`src/rtl/alu_decode_stage.sv`:
```
// MIPS ALU decode stage: instruction in, decoded control packet out.
// Two-entry elastic buffer (output + skid register) with saturating illegal count.
module alu_decode_stage (
    input  logic        clk,
    input  logic        rst,
    input  logic        flush,
    input  logic        in_valid,
    output logic        in_ready,
    input  logic [31:0] instr,
    output logic        out_valid,
    input  logic        out_ready,
    output logic [7:0]  alu_op,
    output logic [31:0] imm_ext,
    output logic        alusrc,
    output logic        regwrite,
    output logic        regdst,
    output logic        memtoreg,
    output logic        memwrite,
    output logic        branch,
    output logic        illegal,
    output logic [4:0]  rs,
    output logic [4:0]  rt,
    output logic [4:0]  wreg,
    output logic [7:0]  illegal_cnt
);
    localparam logic [7:0] EXE_NOP_OP  = 8'b0000_0000;
    localparam logic [7:0] EXE_AND_OP  = 8'b0010_0100;
    localparam logic [7:0] EXE_OR_OP   = 8'b0010_0101;
    localparam logic [7:0] EXE_XOR_OP  = 8'b0010_0110;
    localparam logic [7:0] EXE_NOR_OP  = 8'b0010_0111;
    localparam logic [7:0] EXE_ADD_OP  = 8'b0010_0000;
    localparam logic [7:0] EXE_SUB_OP  = 8'b0010_0010;
    localparam logic [7:0] EXE_SLT_OP  = 8'b0010_1010;
    localparam logic [7:0] EXE_ANDI_OP = 8'b0101_1001;
    localparam logic [7:0] EXE_ORI_OP  = 8'b0101_1010;
    localparam logic [7:0] EXE_XORI_OP = 8'b0101_1011;
    localparam logic [7:0] EXE_LUI_OP  = 8'b0101_1100;
    localparam logic [7:0] EXE_ADDI_OP = 8'b0101_0101;
    localparam logic [7:0] EXE_BEQ_OP  = 8'b0101_0001;
    localparam logic [7:0] EXE_LW_OP   = 8'b1110_0011;
    localparam logic [7:0] EXE_SW_OP   = 8'b1110_1011;

    typedef struct packed {
        logic [7:0]  alu_op;
        logic [31:0] imm_ext;
        logic        alusrc;
        logic        regwrite;
        logic        regdst;
        logic        memtoreg;
        logic        memwrite;
        logic        branch;
        logic        illegal;
        logic [4:0]  rs;
        logic [4:0]  rt;
        logic [4:0]  wreg;
    } pkt_t;

    pkt_t dec, out_q, skid_q;
    logic out_v, skid_v;
    logic acc, pop, bad;
    logic [5:0] opc, funct;
    logic [31:0] zimm, simm;
    logic unused_shamt;

    assign opc   = instr[31:26];
    assign funct = instr[5:0];
    assign zimm  = {16'h0000, instr[15:0]};
    assign simm  = {{16{instr[15]}}, instr[15:0]};
    assign unused_shamt = ^instr[10:6];

    always_comb begin
        dec    = '0;
        bad    = 1'b0;
        unique case (1'b1)
            opc == 6'b000000: begin
                dec.regwrite = 1'b1;
                dec.regdst   = 1'b1;
                unique case (funct)
                    6'b100100: dec.alu_op = EXE_AND_OP;
                    6'b100101: dec.alu_op = EXE_OR_OP;
                    6'b100110: dec.alu_op = EXE_XOR_OP;
                    6'b100111: dec.alu_op = EXE_NOR_OP;
                    6'b100000: dec.alu_op = EXE_ADD_OP;
                    6'b100010: dec.alu_op = EXE_SUB_OP;
                    6'b101010: dec.alu_op = EXE_SLT_OP;
                    default:   bad = 1'b1;
                endcase
            end
            opc == 6'b001100,
            opc == 6'b001101,
            opc == 6'b001110,
            opc == 6'b001111: begin
                dec.imm_ext  = zimm;
                dec.alusrc   = 1'b1;
                dec.regwrite = 1'b1;
                unique case (opc[1:0])
                    2'b00:   dec.alu_op = EXE_ANDI_OP;
                    2'b01:   dec.alu_op = EXE_ORI_OP;
                    2'b10:   dec.alu_op = EXE_XORI_OP;
                    default: dec.alu_op = EXE_LUI_OP;
                endcase
            end
            opc == 6'b001000: begin
                dec.alu_op   = EXE_ADDI_OP;
                dec.imm_ext  = simm;
                dec.alusrc   = 1'b1;
                dec.regwrite = 1'b1;
            end
            opc == 6'b100011: begin
                dec.alu_op   = EXE_LW_OP;
                dec.imm_ext  = simm;
                dec.alusrc   = 1'b1;
                dec.regwrite = 1'b1;
                dec.memtoreg = 1'b1;
            end
            opc == 6'b101011: begin
                dec.alu_op   = EXE_SW_OP;
                dec.imm_ext  = simm;
                dec.alusrc   = 1'b1;
                dec.memwrite = 1'b1;
            end
            opc == 6'b000100: begin
                dec.alu_op  = EXE_BEQ_OP;
                dec.imm_ext = simm;
                dec.branch  = 1'b1;
            end
            default: bad = 1'b1;
        endcase
        // illegal packets carry register fields only, no controls
        if (bad) begin
            dec         = '0;
            dec.alu_op  = EXE_NOP_OP;
            dec.illegal = 1'b1;
        end
        dec.rs   = instr[25:21];
        dec.rt   = instr[20:16];
        dec.wreg = dec.regdst ? instr[15:11] : instr[20:16];
    end

    assign in_ready = ~skid_v | rst;
    assign acc      = in_valid & ~skid_v;
    assign pop      = out_v & out_ready;

    always_ff @(posedge clk) begin
        if (rst) begin
            out_v       <= 1'b0;
            skid_v      <= 1'b0;
            out_q       <= '0;
            skid_q      <= '0;
            illegal_cnt <= 8'h00;
        end else if (flush) begin
            out_v  <= 1'b0;
            skid_v <= 1'b0;
            out_q  <= '0;
            skid_q <= '0;
        end else begin
            if (acc && dec.illegal && illegal_cnt != 8'hFF)
                illegal_cnt <= illegal_cnt + 8'd1;
            if (!out_v || pop) begin
                if (skid_v) begin
                    out_q  <= skid_q;
                    out_v  <= 1'b1;
                    skid_v <= 1'b0;
                    skid_q <= '0;
                end else if (acc) begin
                    out_q <= dec;
                    out_v <= 1'b1;
                end else begin
                    out_q <= '0;
                    out_v <= 1'b0;
                end
            end else if (acc) begin
                skid_q <= dec;
                skid_v <= 1'b1;
            end
        end
    end

    assign out_valid = out_v;
    assign alu_op    = out_q.alu_op;
    assign imm_ext   = out_q.imm_ext;
    assign alusrc    = out_q.alusrc;
    assign regwrite  = out_q.regwrite;
    assign regdst    = out_q.regdst;
    assign memtoreg  = out_q.memtoreg;
    assign memwrite  = out_q.memwrite;
    assign branch    = out_q.branch;
    assign illegal   = out_q.illegal;
    assign rs        = out_q.rs;
    assign rt        = out_q.rt;
    assign wreg      = out_q.wreg;
endmodule

```
`config.mk`:
```
export PLATFORM = sky130hd
export DESIGN_NAME = alu_decode_stage
export DESIGN_NICKNAME = d
export VERILOG_FILES = /design/src/rtl/alu_decode_stage.sv
export SDC_FILE = /design/constraint.sdc
export NUM_CORES = 1
export LEC_CHECK = 0
export CELL_PAD_IN_SITES_DETAIL_PLACEMENT = 0
export CELL_PAD_IN_SITES_GLOBAL_PLACEMENT = 1
export CORE_ASPECT_RATIO = 1.75
export CORE_UTILIZATION = 33
export CTS_BUF_LIST = sky130_fd_sc_hd__clkbuf_4 sky130_fd_sc_hd__clkbuf_8 sky130_fd_sc_hd__clkbuf_16
export CTS_CLUSTER_DIAMETER = 80
export DETAILED_ROUTE_END_ITERATION = 10
export HOLD_SLACK_MARGIN = 0.15
export PLACE_DENSITY_LB_ADDON = 0.25
export SETUP_SLACK_MARGIN = 0.05
export SLEW_MARGIN = 20
export SYNTH_ARGS = -nofsm -noshare
export SYNTH_HDL_FRONTEND = slang
export SYNTH_SLANG_ARGS = --single-unit
export TNS_END_PERCENT = 20
```
`constraint.sdc`:
```
create_clock -name clk -period 2.11 [get_ports clk]
set_input_delay 0.3165 -clock clk [delete_from_list [all_inputs] [get_ports clk]]
set_output_delay 0.3165 -clock clk [all_outputs]
set_load 0.005 [all_outputs]
```
==> Yosys cells after proc, flatten, opt, wreduce, memory -nomap -nowiden <==
Index checks and enable logic that the tools add are counted.
{ "totals": {"reg_bits": 134, "inputBits": 37, "output_inout_bits": 72, "wordCells": 90} }
{ "op_classes": {"n_addsub": 1, "eq_ne": 19, "n_mux": 21, "bitwise_logic": 5, "reduce_logical": 17} }
{ "op_table": {"columns": ["cell", "count"], "rows": [
  ["62-bit 2-to-1 mux", 6],
  ["32-bit case mux with 2 select lines", 1],
  ["6-bit == test, second input constant", 9],
  ["8-bit case mux with 6 select lines", 1],
  ["6-bit case mux with 7 select lines", 1],
  ["6-bit by 4-bit == test with 1-bit output, second input constant", 5],
  ["7-bit OR reduction", 3],
  ["1-bit 2-to-1 mux", 9],
  ["3-bit case mux with 3 select lines", 1],
  ["8-bit by 1-bit adder with 8-bit output, second input constant", 1],
  ["8-bit != test, second input constant", 1],
  ["4-bit OR reduction", 2],
  ["8-bit OR reduction", 1],
  ["6-bit by 3-bit == test with 1-bit output, second input constant", 1],
  ["6-bit logical NOT", 1],
  ["5-bit 2-to-1 mux", 1],
  ["2-bit AND reduction", 2],
  ["3-bit OR reduction", 1],
  ["1-bit bitwise AND", 2],
  ["2-bit by 1-bit == test with 1-bit output, second input constant", 1],
  ["2-bit == test, second input constant", 1],
  ["1-bit logical AND", 2],
  ["2-bit logical NOT", 1],
  ["2-bit != test, second input constant", 1],
  ["other kinds (7)", 8]
]} }

==> Depth between registers and ports, before layout <==
Gate-level depths: netlist of run 1.
{ "logic_depth": {"depth_word": 8, "mapped_depth": 9, "ltp_nobuf": 7} }

==> Least setup slack after synthesis of run 1 <==
Ideal clock, no wire load.
{ "synth_timing": {"kind": "input -> register", "from": "input port instr[26]", "to": "register illegal_cnt[2]", "setup_time_ps": 70, "t_arrival_ps": 2105, "required_time_ps": 2040, "setup_slack_ps": -65, "stages": 8, "n_path_buf": 1, "cell_sequence": "inv_1 ha_1 nor4_1 nor2_1 or4_4 buf_6 or3_1 a21oi_1"} }
{ "synth_between": {"elab_chain_len": 7, "word_cells_on_any_way": 15, "classes_between": "eq/ne: 8; mux: 2; reduce/logical: 5"} }
{ "synth_lines": {"columns": ["item", "line", "text"], "rows": [
  ["start, declared", "9", "input logic [31:0] instr,"],
  ["6-bit by 4-bit == test with 1-bit output, or another cell as far along", "89", "opc == 6'b001100,"],
  ["8-bit OR reduction (no line)", null, null],
  ["1-bit case mux with 2 select lines (*)", "74", "unique case (1'b1)"],
  ["62-bit 2-to-1 mux (*)", "130", "if (bad) begin"],
  ["1-bit logical AND (*) (2 in series)", "157", "if (acc && dec.illegal && illegal_cnt != 8'hFF)"],
  ["2-bit AND reduction (no line) (*)", null, null],
  ["end signal, assigned", "158", "illegal_cnt <= illegal_cnt + 8'd1;"],
  ["end, declared", "24", "output logic [7:0] illegal_cnt"]
]} }
Every way passes the cells marked *; elsewhere a longest branch is shown, timed or not.
A chain may end at the register's enable or synchronous reset.

==> Worst setup path in the final report of run 1 <==
{ "layout_timing": {"from": "input port instr[3]", "to": "register illegal_cnt[7]"} }
{ "layout_between": {"elab_chain_len": 8, "word_cells_on_any_way": 14, "classes_between": "eq/ne: 7; mux: 3; reduce/logical: 4"} }
{ "layout_lines": {"columns": ["item", "line", "text"], "rows": [
  ["6-bit == test", "78", "unique case (funct)"],
  ["7-bit OR reduction (no line) (*)", null, null],
  ["1-bit 2-to-1 mux (*)", "78", null],
  ["1-bit case mux with 2 select lines (*)", "74", null],
  ["62-bit 2-to-1 mux (*)", "130", null],
  ["1-bit logical AND (*) (2 in series)", "157", null],
  ["2-bit AND reduction (no line) (*)", null, null]
]} }
Marks and branches as above.

==> qor.csv, run 1 <==
metric,value,unit
cell count after synthesis,490,
worst min path class,reg -> reg,
Worst Clk Skew,0.00723,ns
Tightest Pin Transition,0.481,ns
CP startpoint,instr[3],
ANT nets after route,0,
Diodes inserted,0,
FF-to-FF path depth,6,
R2R setup slack,0.11,ns
ys flop type,dfxtp_1,
Hold Fails Final Rpt,0,
Starting Density,33.9,%
largest net degree at the start of global routing,53,
Crit path largest cell delay,0.52,ns
"Largest delay share family, worst path",simple AND/OR/NAND/NOR gates,
share of cells above drive strength 1,14.4,%
CTS tree,yes,
width of the die,89.2,um
Highest Clock Rate,498,MHz
Synth Area in Adders,1.71,%
vias in the first global route,4163,
"Core Util, Final",48.1,%
count of cell types in the netlist,52,
clk sinks,104,
Slew Limit Headroom,67.8,%
Buf/Inv on CP,2,
endpoints failing setup,0,
Compound-Gate Fraction of Synth Area,24.4,%
top-area cell type share of the netlist area,47.4,%
register area share after synthesis,47.4,%
Setup crit start kind,input pin,
Final Critical Period,2.01,ns
status,"finished, final reports clean",
CP arrival,2.28,ns
Num CTS Buffers,9,
crit share post-route,95.1,%
number of H-tree levels,3,
GR Overflow Total,0,
critical-path cell list,clkdlybuf4s50_1 -> inv_1 -> o2111a_2 -> or4_4 -> or4_1 -> a21oi_1,
power density over cell area,678,nW/um2
Hold Path Stages,1,
Finished Cell Area,6230,um2
Worst Path Max Fanout,6,
clk_lat worst skew,0.34,ns
Die H,155,um
die area,13800,um2
max-slew violations,0,
area of the multi-input gates,2070,um2
via count,4217,
Layout area overhead,41.8,%
Post-synth EDFFs,0,
drt wl/cell,17.3,um
hold buffer count at cts,0,
Synth area leader,dfxtp_1,
Root Driver,clkbuf_16,
synthesized area,4390,um2
maxcap violations,0,
Area after DPL,5890,um2
unrepaired setup endpoints after global routing,yes,
reg-to-reg critical path endpoint,illegal_cnt[7]$_SDFFE_PP0P_,
drt via density,5.36,
Max VDD drop,0.000395,V
simple-gate area share of the yosys netlist,17.9,%
CP Class,in -> reg,
FF/Latch Area,2080,um2
postcts setup bufs,0,
Max Root-Sink Buffers,2,
Residual DRC,0,
largest family of logic cells by synthesized area,compound AO/OA/AOI/OAI gates,
Worst R2R Start,illegal_cnt[0]$_SDFFE_PP0P_,
post-synthesis mux area share,1.37,%
clock-pin slew on the worst setup and hold paths,0.07,ns
#FFs+latches synth,104,
TritonRoute pass-1 iters,4,
row count,55,
Worst setup endpoint,illegal_cnt[7]$_SDFFE_PP0P_,
Synth warnings,0,
Iteration-0 DRC Markers,157,
xor/xnor share of the synthesized area,0.399,%
Lkg Pwr,2.27,nW
filler cell count in the final layout,1320,
GRT Total Usage,20.5,%
port bufs,108,
Worst EP required,2.38,ns
Avg Inst Size Synth,8.96,um2
Total Routed Length,13600,um
Detail Placement HPWL,9670,um
Area contributors post-synth,"dfxtp_1 47%, a22o_1 4.2%, nor2_1 4.0%, nand2_1 3.7%, a221oi_1 3.4%",
antenna violations before repair,0,
crit path max-delay cell type,or4_4,
first-pass GRT wire length,21700,um
asr flop ratio synth,0,%
fin nets,654,
# IOs,109,
WP depth,6,
core area,12900,um2
gpl congestion,0.790,
crit end category,flop,
syn_nets,533,
[metrics by stage]
stage | setup slack [ns] | setup TNS [ns] | instances | total power [mW] | hold WS, ns
finish | 0.103 | 0 | 787 | 4.22 | 0.465
global route | 0.0439 | 0 | 787 | 4.36 | 0.476
CTS | 0.0624 | 0 | 787 | 4.26 | 0.465
detailed placement | -0.673 | -21.92 | 770 | 2.44 | 0.444
global placement | -0.597 | -17.39 | 770 | 2.43 | 0.438
floorplan | 0.0459 | 0 | 490 | 2.20 | 0.424
[flip-flops by register name, summed over array words and instances (netlist names)]
name,cells
memwrite,1
skid_q,47
regdst,1
wreg,5
skid_v,1
rt,5
illegal_cnt,8
illegal,1
alu_op,8
alusrc,1
branch,1
out_valid,1
rs,5
regwrite,1
memtoreg,1
imm_ext,17
[cells by family (layout without fill, tap and decap cells)]
family                     count (synthesis)  in the layout
and+or+nand+nor                          164            165
muxes                                      6              6
adders and majority gates                  6              6
xor gates and xnor gates                   2              2
AOI/OAI and AO/OA                        148            148
DFF                                      104            104
buffers and inverters                     60            185
[power breakdown]
group,internal (mW),switching (mW)
combinational,0.198,0.197
sequential,1.98,0.0124
clock,1.10,0.725
[what timing repair did]
action                                 in CTS  in global routing
pin swaps                                   1                  1
setup endpoints to repair                  40                  4
cloned                                      1                  0
endpoints found under the hold margin       0                  0
resized for setup                          10                  4
[how the worst min path moves through the flow]
stage                         endpoint                     from
2_1_floorplan  skid_q[54]$_SDFFE_PP0P_  skid_q[54]$_SDFFE_PP0P_
3_3_place_gp   skid_q[54]$_SDFFE_PP0P_  skid_q[54]$_SDFFE_PP0P_
3_5_place_dp   skid_q[54]$_SDFFE_PP0P_  skid_q[54]$_SDFFE_PP0P_
4_1_cts        skid_q[54]$_SDFFE_PP0P_  skid_q[54]$_SDFFE_PP0P_
5_1_grt        skid_q[20]$_SDFFE_PP0P_  skid_q[20]$_SDFFE_PP0P_
6_report       skid_q[54]$_SDFFE_PP0P_  skid_q[54]$_SDFFE_PP0P_
[layer usage]
metal	GRT usage, %	vias up	routed length, um
met5	0	-	0
met4	7.56	0	313
met3	2.88	18	544
met2	35.6	113	7080
met1	25.0	2049	5710
li1	-	2037	-
[final cells by class]
class | count | area share [%]
Tap cell | 171 | 3.44
Multi-Input combinational cell | 327 | 33.3
Clock buffer | 12 | 4.08
Timing Repair Buffer | 163 | 24.2
Sequential cell | 104 | 33.5
Clock inverter | 4 | 1.25
Inverter | 6 | 0.362
[layout by cell type, fill, tap and decap left out, types with 3 or more instances in the layout]
| cell type | n |
|---|---|
| inv_1 | 6 |
| clkbuf_16 | 9 |
| nand2_1 | 43 |
| dfxtp_1 | 103 |
| nor3_1 | 13 |
| and3_1 | 5 |
| clkdlybuf4s50_1 | 102 |
| o211ai_1 | 3 |
| a22o_1 | 21 |
| o2bb2ai_1 | 10 |
| o31ai_1 | 3 |
| nand2b_1 | 4 |
| a221oi_1 | 17 |
| o21ai_0 | 19 |
| o22ai_1 | 5 |
| a32o_1 | 3 |
| a22oi_1 | 11 |
| buf_4 | 53 |
| or3_1 | 3 |
| dlygate4sd2_1 | 4 |
| nand3_1 | 26 |
| a21oi_1 | 24 |
| nor2_1 | 47 |
| ha_1 | 4 |
| mux2i_1 | 6 |
| or4_1 | 3 |
| a31oi_1 | 19 |
[synthesized netlist by cell type (5+ instances only)]
| cell | number |
|---|---|
| a22oi_1 | 11 |
| nor2_1 | 47 |
| buf_4 | 15 |
| o21ai_0 | 19 |
| nand2b_1 | 5 |
| o22ai_1 | 5 |
| dfxtp_1 | 104 |
| nor3_1 | 13 |
| a22o_1 | 21 |
| a31oi_1 | 19 |
| a221oi_1 | 17 |
| nand3_1 | 26 |
| nand2_1 | 43 |
| and3_1 | 5 |
| a21oi_1 | 24 |
| o2bb2ai_1 | 10 |
| ha_1 | 6 |
| mux2i_1 | 6 |
| buf_2 | 8 |
| inv_1 | 6 |
| clkbuf_1 | 30 |
Note: power is estimated with default switching activity, not from simulation.
==> run 2: changes to the inputs <==
- CORE_UTILIZATION: 33 -> 37
- clock period: 2.11 -> 2.18 ns (I/O delays scaled with it)
==> run 2 against run 1 <==
Compared with the run above:
- the run now ends with design-rule violations left
- cell count fell by 3.8%
- utilization grew 6.0 points
- first-iteration DRC count up 85%
- flip-flop and latch count stayed put
- worst hold slack worse by 0.0040 ns
- final area increased by 0.58%
- critical path depth increased by 3
- register-to-register slack better by 0.10 ns
- setup slack improved by 0.028 ns
- clock skew rose by 0.0024 ns
- critical path type unchanged
- largest cell class is now multi-input gates
- highest routed layer unchanged
==> qor.csv, run 2 (same netlist as run 1, synthesis figures left out) <==
metric,value,unit,change
status,"complete, but fails checks",,
failing checks,design-rule violations,,
Detail Placement HPWL,9880,um,+2.2%
Logic pwr share,10.1,%,+0.7 points
unrepaired setup endpoints after global routing,yes,,
via count,4339,,+2.9%
R2R setup slack,0.21,ns,+0.10 ns
drt via density,5.73,,+7.0%
drt wl/cell,18.3,um,+5.5%
reg-to-reg critical path endpoint,illegal_cnt[6]$_SDFFE_PP0P_,,
Max VDD drop,0.000394,V,-0.22%
port bufs,108,,unchanged
vias in the first global route,4317,,+3.7%
Worst Path Max Fanout,5,,-1
clk_lat worst skew,0.35,ns,about the same
number of H-tree levels,3,,unchanged
worst min path class,reg -> reg,,
Tightest Pin Transition,0.535,ns,+0.0547 ns
Finished Cell Area,6260,um2,+0.58%
maxcap violations,0,,unchanged
clock-pin slew on the worst setup and hold paths,0.07,ns,about the same
antenna violations before repair,0,,unchanged
width of the die,84.3,um,-5.4%
Max Root-Sink Buffers,2,,unchanged
clk sinks,104,,unchanged
Root Driver,clkbuf_16,,
Internal,3.04,mW,-7.5%
switching power total,0.981,mW,+5.0%
CP arrival,2.34,ns,+0.06 ns
endpoints failing setup,0,,unchanged
Iteration-0 DRC Markers,291,,+85%
max reg flops,47,,unchanged
Hold Path Stages,2,,+1
Biggest register,skid_q,,
GRT Total Usage,23.2,%,+2.7 points
Total Routed Length,13800,um,+1.5%
row count,52,,-5.5%
filler cell count in the final layout,1102,,-17%
Die H,146,um,-5.5%
crit share post-route,94.0,%,
Highest Clock Rate,488,MHz,
Overall Power,4.02,mW,-4.7%
Buf/Inv on CP,3,,+1
crit end category,flop,,
most frequent cells in the layout,"103 x dfxtp_1, 102 x clkdlybuf4s50_1, 57 x buf_4",,
Hold Path End,skid_q[55]$_SDFFE_PP0P_,,
"Core Util, Final",54.1,%,+6.0 points
share of cells above drive strength 1,16.6,%,+2.1 points
Starting Density,37.9,%,+4.0 points
GR Overflow Total,0,,unchanged
CTS tree,yes,,
power density over cell area,642,nW/um2,-5.3%
register share of total power,48.1,%,+0.8 points
WP depth,9,,+3
Slew Limit Headroom,63.9,%,-3.9 points
Layout area overhead,42.7,%,
first-pass GRT wire length,22500,um,+3.8%
Worst Hold Launch,skid_q[55]$_SDFFE_PP0P_,,
crit path max-delay cell type,or4_4,,
FF-to-FF path depth,6,,unchanged
critical-path cell list,clkdlybuf4s15_2 -> ha_2 -> buf_4 -> nor4_4 -> nor2_2 -> buf_4 -> or4_4 -> or3_4 -> a21oi_2,,
TritonRoute pass-1 iters,8,,+4
Residual DRC,21,,+21
die area,12300,um2,-11%
largest net degree at the start of global routing,53,,unchanged
"Largest delay share family, worst path",simple AND/OR/NAND/NOR gates,,
core area,11600,um2,-10%
most frequent CP cell,buf_4,,
Final Critical Period,2.05,ns,
Clock power frac,41.8,%,-1.5 points
# IOs,109,,unchanged
Area after DPL,5840,um2,-0.89%
Min Hold Slack,0.461,ns,-0.00404 ns
Hold Fails Final Rpt,0,,unchanged
Crit path largest cell delay,0.56,ns,+0.04 ns
gpl congestion,0.827,,+4.6%
fin nets,660,,+0.92%
Diodes inserted,0,,unchanged
Num CTS Buffers,9,,unchanged
max-slew violations,0,,unchanged
CP Class,in -> reg,,
Lkg Pwr,2.30,nW,+1.5%
Worst Clk Skew,0.00961,ns,+0.00238 ns
sw frac,24.4,%,+2.3 points
Worst EP required,2.47,ns,+0.09 ns
ANT nets after route,0,,unchanged
Setup crit start kind,input pin,,
"leading cell type in the layout, fill and taps excluded",dfxtp_1,,
Worst R2R Start,illegal_cnt[0]$_SDFFE_PP0P_,,
-- run 2: metrics by stage --
| stage | instances | TNS, ns | worst slack [ns] |
|---|---|---|---|
| 2_1_floorplan | 490 | 0 | 0.0652 |
| 3_5_place_dp | 737 | -21.69 | -0.573 |
| 3_3_place_gp | 737 | -20.37 | -0.527 |
| 6_report | 757 | 0 | 0.131 |
| 4_1_cts | 756 | 0 | 0.0641 |
| 5_1_grt | 757 | 0 | 0.0320 |
-- run 2: metal layers --
| layer | track usage, % | part of all wire (%) | wire (um) |
|---|---|---|---|
| met4 | 8.64 | 2.6 | 363 |
| met5 | 0 | 0 | 0 |
| met3 | 4.47 | 6.1 | 843 |
| met1 | 27.5 | 40 | 5530 |
| met2 | 41.1 | 51 | 7110 |
-- run 2: power groups by stage --
stage	logic (mW)	clock network (mW)	registers, mW
2_1_floorplan	0.150	0	1.98
3_3_place_gp	0.383	0	1.98
3_5_place_dp	0.387	0	1.98
4_1_cts	0.400	1.71	1.93
5_1_grt	0.436	1.80	1.94
6_report	0.406	1.68	1.93
-- run 2: worst max-delay path by stage --
stage                    from                          end
global placement    instr[26]  illegal_cnt[5]$_SDFFE_PP0P_
finish              instr[27]  illegal_cnt[4]$_SDFFE_PP0P_
CTS                 instr[27]  illegal_cnt[6]$_SDFFE_PP0P_
detailed placement  instr[27]  illegal_cnt[7]$_SDFFE_PP0P_
floorplan           instr[26]  illegal_cnt[2]$_SDFFE_PP0P_
global route        instr[27]  illegal_cnt[2]$_SDFFE_PP0P_
-- run 2: final cells by class --
type | count | area, um2 | share of cell area [%]
Multi-Input combinational cell | 327 | 2110 | 33.7
Sequential cell | 104 | 2080 | 33.3
Timing Repair Buffer | 169 | 1570 | 25.0
Clock buffer | 9 | 225 | 3.60
Tap cell | 135 | 169 | 2.70
Clock inverter | 7 | 87.6 | 1.40
Inverter | 6 | 22.5 | 0.360
-- run 2: timing repair --
item	CTS	global route
resized for setup	16	14
endpoints found under the setup margin	32	29
cloned	1	0
buffers inserted	2	1
pin swaps	9	9
hold buffers	0	0
-- run 2: worst register-to-register path, delay by kind of cell, from the launching register on --
kind	cells	cell delay (ns)
AOI/OAI and AO/OA	2	0.27
and+or+nand+nor	3	1.02
DFF	1	0.35
adders and majority gates	1	0.27
